$ cat src/rtl/rr_mux_4x1.sv
// Four-to-one valid/ready stream mux with round-robin arbitration and packet locking.
// Every output beat carries its source channel index on out_sel.
module rr_mux_4x1 #(
  parameter int unsigned DATA_W = 8
) (
  input  logic                  clk,
  input  logic                  rst_n,
  input  logic [3:0]            in_valid,
  input  logic [3:0]            in_last,
  input  logic [4*DATA_W-1:0]   in_data,
  output logic [3:0]            in_ready,
  output logic                  out_valid,
  output logic [DATA_W-1:0]     out_data,
  output logic                  out_last,
  output logic [1:0]            out_sel,
  input  logic                  out_ready
);

  localparam int unsigned N_CH  = 4;
  localparam int unsigned SEL_W = 2;

  typedef enum logic {ARB, LOCK} state_t;

  state_t             state, state_n;
  logic [SEL_W-1:0]   ptr, ptr_n;
  logic [SEL_W-1:0]   lock_ch, lock_ch_n;
  logic               load_en;
  logic               gnt_any;
  logic [SEL_W-1:0]   gnt_idx;
  logic               out_valid_n;
  logic [DATA_W-1:0]  out_data_n;
  logic               out_last_n;
  logic [SEL_W-1:0]   out_sel_n;
  logic [DATA_W-1:0]  ch_data [N_CH];

  for (genvar i = 0; i < N_CH; i++) begin : g_unpack
    assign ch_data[i] = in_data[i*DATA_W +: DATA_W];
  end

  // State, pointer and output register.
  always_ff @(posedge clk or negedge rst_n) begin
    if (!rst_n) begin
      state     <= ARB;
      ptr       <= '0;
      lock_ch   <= '0;
      out_valid <= 1'b0;
      out_data  <= '0;
      out_last  <= 1'b0;
      out_sel   <= '0;
    end else begin
      state     <= state_n;
      ptr       <= ptr_n;
      lock_ch   <= lock_ch_n;
      out_valid <= out_valid_n;
      out_data  <= out_data_n;
      out_last  <= out_last_n;
      out_sel   <= out_sel_n;
    end
  end

  // Grant selection, next state and output-register load.
  always_comb begin
    logic [SEL_W-1:0] cand;
    state_n     = state;
    ptr_n       = ptr;
    lock_ch_n   = lock_ch;
    gnt_any     = 1'b0;
    gnt_idx     = ptr;
    cand        = ptr;
    in_ready    = '0;
    load_en     = !out_valid || out_ready;
    out_valid_n = out_valid;
    out_data_n  = out_data;
    out_last_n  = out_last;
    out_sel_n   = out_sel;

    if (state == ARB) begin
      for (int k = 0; k < N_CH; k++) begin
        cand = ptr + SEL_W'(k);
        if (!gnt_any && in_valid[cand]) begin
          gnt_any = 1'b1;
          gnt_idx = cand;
        end
      end
    end else if (in_valid[lock_ch]) begin
      gnt_any = 1'b1;
      gnt_idx = lock_ch;
    end

    // No grant while in reset or while the output register is stalled.
    if (!load_en || !rst_n) begin
      gnt_any = 1'b0;
    end

    if (gnt_any) begin
      in_ready[gnt_idx] = 1'b1;
      out_valid_n       = 1'b1;
      out_data_n        = ch_data[gnt_idx];
      out_last_n        = in_last[gnt_idx];
      out_sel_n         = gnt_idx;
      if (in_last[gnt_idx]) begin
        state_n = ARB;
        ptr_n   = gnt_idx + SEL_W'(1);
      end else begin
        state_n   = LOCK;
        lock_ch_n = gnt_idx;
      end
    end else if (out_valid && out_ready) begin
      out_valid_n = 1'b0;
    end
  end

endmodule
$ cat config.mk
export PLATFORM = sky130hd
export DESIGN_NAME = rr_mux_4x1
export DESIGN_NICKNAME = d
export VERILOG_FILES = /design/src/rtl/rr_mux_4x1.sv
export SDC_FILE = /design/constraint.sdc
export NUM_CORES = 1
export LEC_CHECK = 0
export CORE_MARGIN = 2
export CORE_UTILIZATION = 35
export DETAILED_ROUTE_END_ITERATION = 7
export DONT_BUFFER_PORTS = 1
export SYNTH_ARGS = -nofsm -noshare
export SYNTH_HDL_FRONTEND = slang
export SYNTH_SLANG_ARGS = --single-unit
$ cat constraint.sdc
create_clock -name clk -period 4.14 [get_ports clk]
set_input_delay 0.621 -clock clk [delete_from_list [all_inputs] [get_ports clk]]
set_output_delay 0.621 -clock clk [all_outputs]
set_load 0.02 [all_outputs]
==> flow_summary.yaml <==
layout:
  area_growth_pct: 5.73
  final_cell_area_mm2: 0.00134
  antennaDiodeCount: 0
  fin_nets: 170
  drive_above_1_share_pct: 15.6
  finalCoreUtilization_pct: 39.2
power:
  pwr-share-comb_pct: 53.8
  p_per_area_mw_per_mm2: 799
  ir_worst_vdd_mv: 0.322
  internal-power_uw: 547
  p_seq_share_pct: 37.7
  leakagePower_nw: 0.581
  p_clk_share_pct: 8.5
  swShare_pct: 48.9
  power_switching_uw: 523
clock_network:
  clk_pin_slew_ns: 0.09
  clock_sinks: 17
  holdBufCountCts: 1
  cts_buffer_depth: 2
  clkLatencyLatePin_ns: 0.30
  cts_buffers: 3
  cts_resized: 0
  clockRootBuffer: "clkbuf_4"
  cts_tree: "yes"
  cts_setup_buffers: 0
  htree_levels: 1
timing:
  fin_setup_tns_ns: 0
  rsz0062_at_grt: "no"
  fin_crit_sh_pct: 74.2
  tightest_slew_ns: 0.726
  setup_viol: 0
  worst_clock_skew_ns: 0.0158
  slew_headroom_pct: 51.6
  period_minus_slack_ns: 3.07
  max_freq_ghz: 0.326
  hold_viol: 0
  slew_viol_final: 0
logic_synthesis:
  ys_seq_elements: 17
  synth.distinct_cells: 35
  synth_nets: 168
  synth_area_mm2: 0.00127
  yosysTopAreaCellShare_pct: 33.6
  yosysWarnings: 0
  synthTopCellsByArea: "dfrtp_1, mux2i_1, o221ai_1, nand2_1, ha_1"
  synthCells: 121
  avgSynthCellArea_um2: 10.5
  synth_area_leader_cell: "dfrtp_1"
  ys_seq_area_share_pct: 33.6
global_routing:
  grt_max_degree: 17
  grt.total_usage_pct: 15.0
  grt_pass1_wl_mm: 4.84
  grt_pass1_vias: 1032
  grt_overflow: 0
  antenna_found_initial: 0
worst_setup_path:
  crit_path_end_kind: "primary output"
  path_delay_family: "compound AO/OA/AOI/OAI gates"
  arrival_ns: 2.45
  slowest_delay_ns: 0.66
  worstPathCellList: "nor3b_2 -> a2111oi_2 -> o32ai_4 -> inv_1 -> ha_1 -> and2_1"
  worst-r2r-setup-slack_ns: 1.31
  cp.required_ns: 3.52
  path_class: "reg -> out"
  crit_buf_inv: 1
  start_kind: "flop"
  slowest_stage: "o32ai_4"
  path_max_fanout: 12
routing:
  vias_per_cell: 5.76
  top_layer_used: "met4"
  wl_met1_mm: 1.18
  wl_per_cell_um: 17.5
  ant_nets: 0
  drt_iter0_markers: 32
  drt_wl_total_mm: 2.94
  route.met3.wl_um: 160
  vias: 967
  drc: 0
  met2_length_mm: 1.57
  firstDrtPassIters: 4
floorplanning:
  start_util_pct: 37.1
  rows: 21
  die_w_um: 64.1
  core-area_mm2: 0.00342
  ios: 59
  die-height_um: 64.1
  die_area_mm2: 0.00411
run_status:
  outcome: "finished clean"
job:
  cap_violations: 0
placement:
  dpl-instance-area_mm2: 0.00129
  io_buffers: 0
  hpwl_mm: 2.26
  routabilityCongestion: 0.801
hold_path:
  hp-class: "in -> reg"
Yosys cell counts:
library cell,instances
a21oi_1,3
dfrtp_1,17
and2_1,4
nor3b_2,1
nor2b_1,1
o21ai_1,2
clkbuf_1,2
o211ai_1,2
or2_1,1
a21o_1,3
o32ai_4,1
mux2i_1,19
o21ai_0,6
a211o_1,1
mux2_1,3
nand2b_1,3
inv_1,4
buf_2,2
or2_0,1
a211oi_2,1
o22ai_2,2
mux2_4,2
mux2i_2,1
nor3b_1,1
o221ai_1,8
nor4_1,1
mux2_2,2
nand3_4,1
ha_1,4
a2111oi_2,1
a21bo_2,1
a21oi_2,1
nand4b_1,1
nand2_1,16
buf_6,2
worst paths after layout:
path | from | cells past startpoint | endpoint
max in group asynchronous | rst_n | 1 | ptr[0]
hold / removal | out_ready | 2 | out_valid
setup reg to reg | ptr[1] | 7 | ptr[1]
setup / recovery | ptr[1] | 6 | in_ready[0]
min in group asynchronous | rst_n | 1 | out_data[6]
hold reg to reg | ptr[0] | 2 | ptr[0]
metal layers:
metal | GRT usage [%] | vias to the layer above
met3 | 3.35 | 5
met5 | 0 | -
met1 | 17.3 | 476
li1 | - | 451
met4 | 4.79 | 0
met2 | 27.3 | 35
sequential cells by signal, summed over array words and instances, names as in the netlist:
signal	count
lock_ch	2
out_valid	1
out_last	1
out_sel	2
ptr	2
state	1
out_data	8
placed cells by master (no fill, tap or decap), types with 2 or more instances in the layout:
cell,n
o22ai_2,2
mux2_2,2
a21oi_1,3
ha_1,4
a21o_1,3
mux2_1,3
inv_1,4
o211ai_1,2
mux2_4,2
mux2i_1,19
nand2b_1,3
o21ai_0,6
dfrtp_1,17
and2_1,4
dlygate4sd3_1,2
nand2_1,16
o221ai_1,8
clkbuf_4,3
o21ai_1,2
through the flow:
stage / setup WS [ns] / std cells / power, mW / hold slack (ns)
2_1_floorplan: 1.41 / 121 / 0.900 / 0.325
3_3_place_gp: 1.31 / 162 / 0.958 / 0.326
3_5_place_dp: 1.22 / 162 / 0.986 / 0.326
4_1_cts: 1.06 / 167 / 1.08 / 0.00690
5_1_grt: 0.881 / 168 / 1.16 / 0.540
6_report: 1.07 / 168 / 1.07 / 0.512
power groups by stage:
stage / sequential [mW] / combinational (mW) / clock (mW)
after global placement: 0.406 / 0.552 / 0
final: 0.404 / 0.576 / 0.0908
after global routing: 0.418 / 0.644 / 0.103
after CTS: 0.403 / 0.582 / 0.0935
after floorplan: 0.363 / 0.537 / 0
after detailed placement: 0.404 / 0.582 / 0
cells by family after synthesis:
| kind of cell | count (synthesis) | share of synthesized area, % |
|---|---|---|
| compound gates | 32 | 21.3 |
| simple gates | 31 | 13.8 |
| mux | 27 | 22.9 |
| flops | 17 | 33.6 |
| buf+inv | 10 | 4.35 |
| fa+ha+maj | 4 | 3.95 |
area by class of cell:
type,count,area (um2)
clock buffers,3,22.5
repair buffers,3,27.5
fillers,353,2080
well taps,46,57.6
flip-flops and latches,17,425
clock inverters,1,5.00
multi-input cells,94,786
inverters,4,15.0
Note: power is estimated with default switching activity, not from simulation.
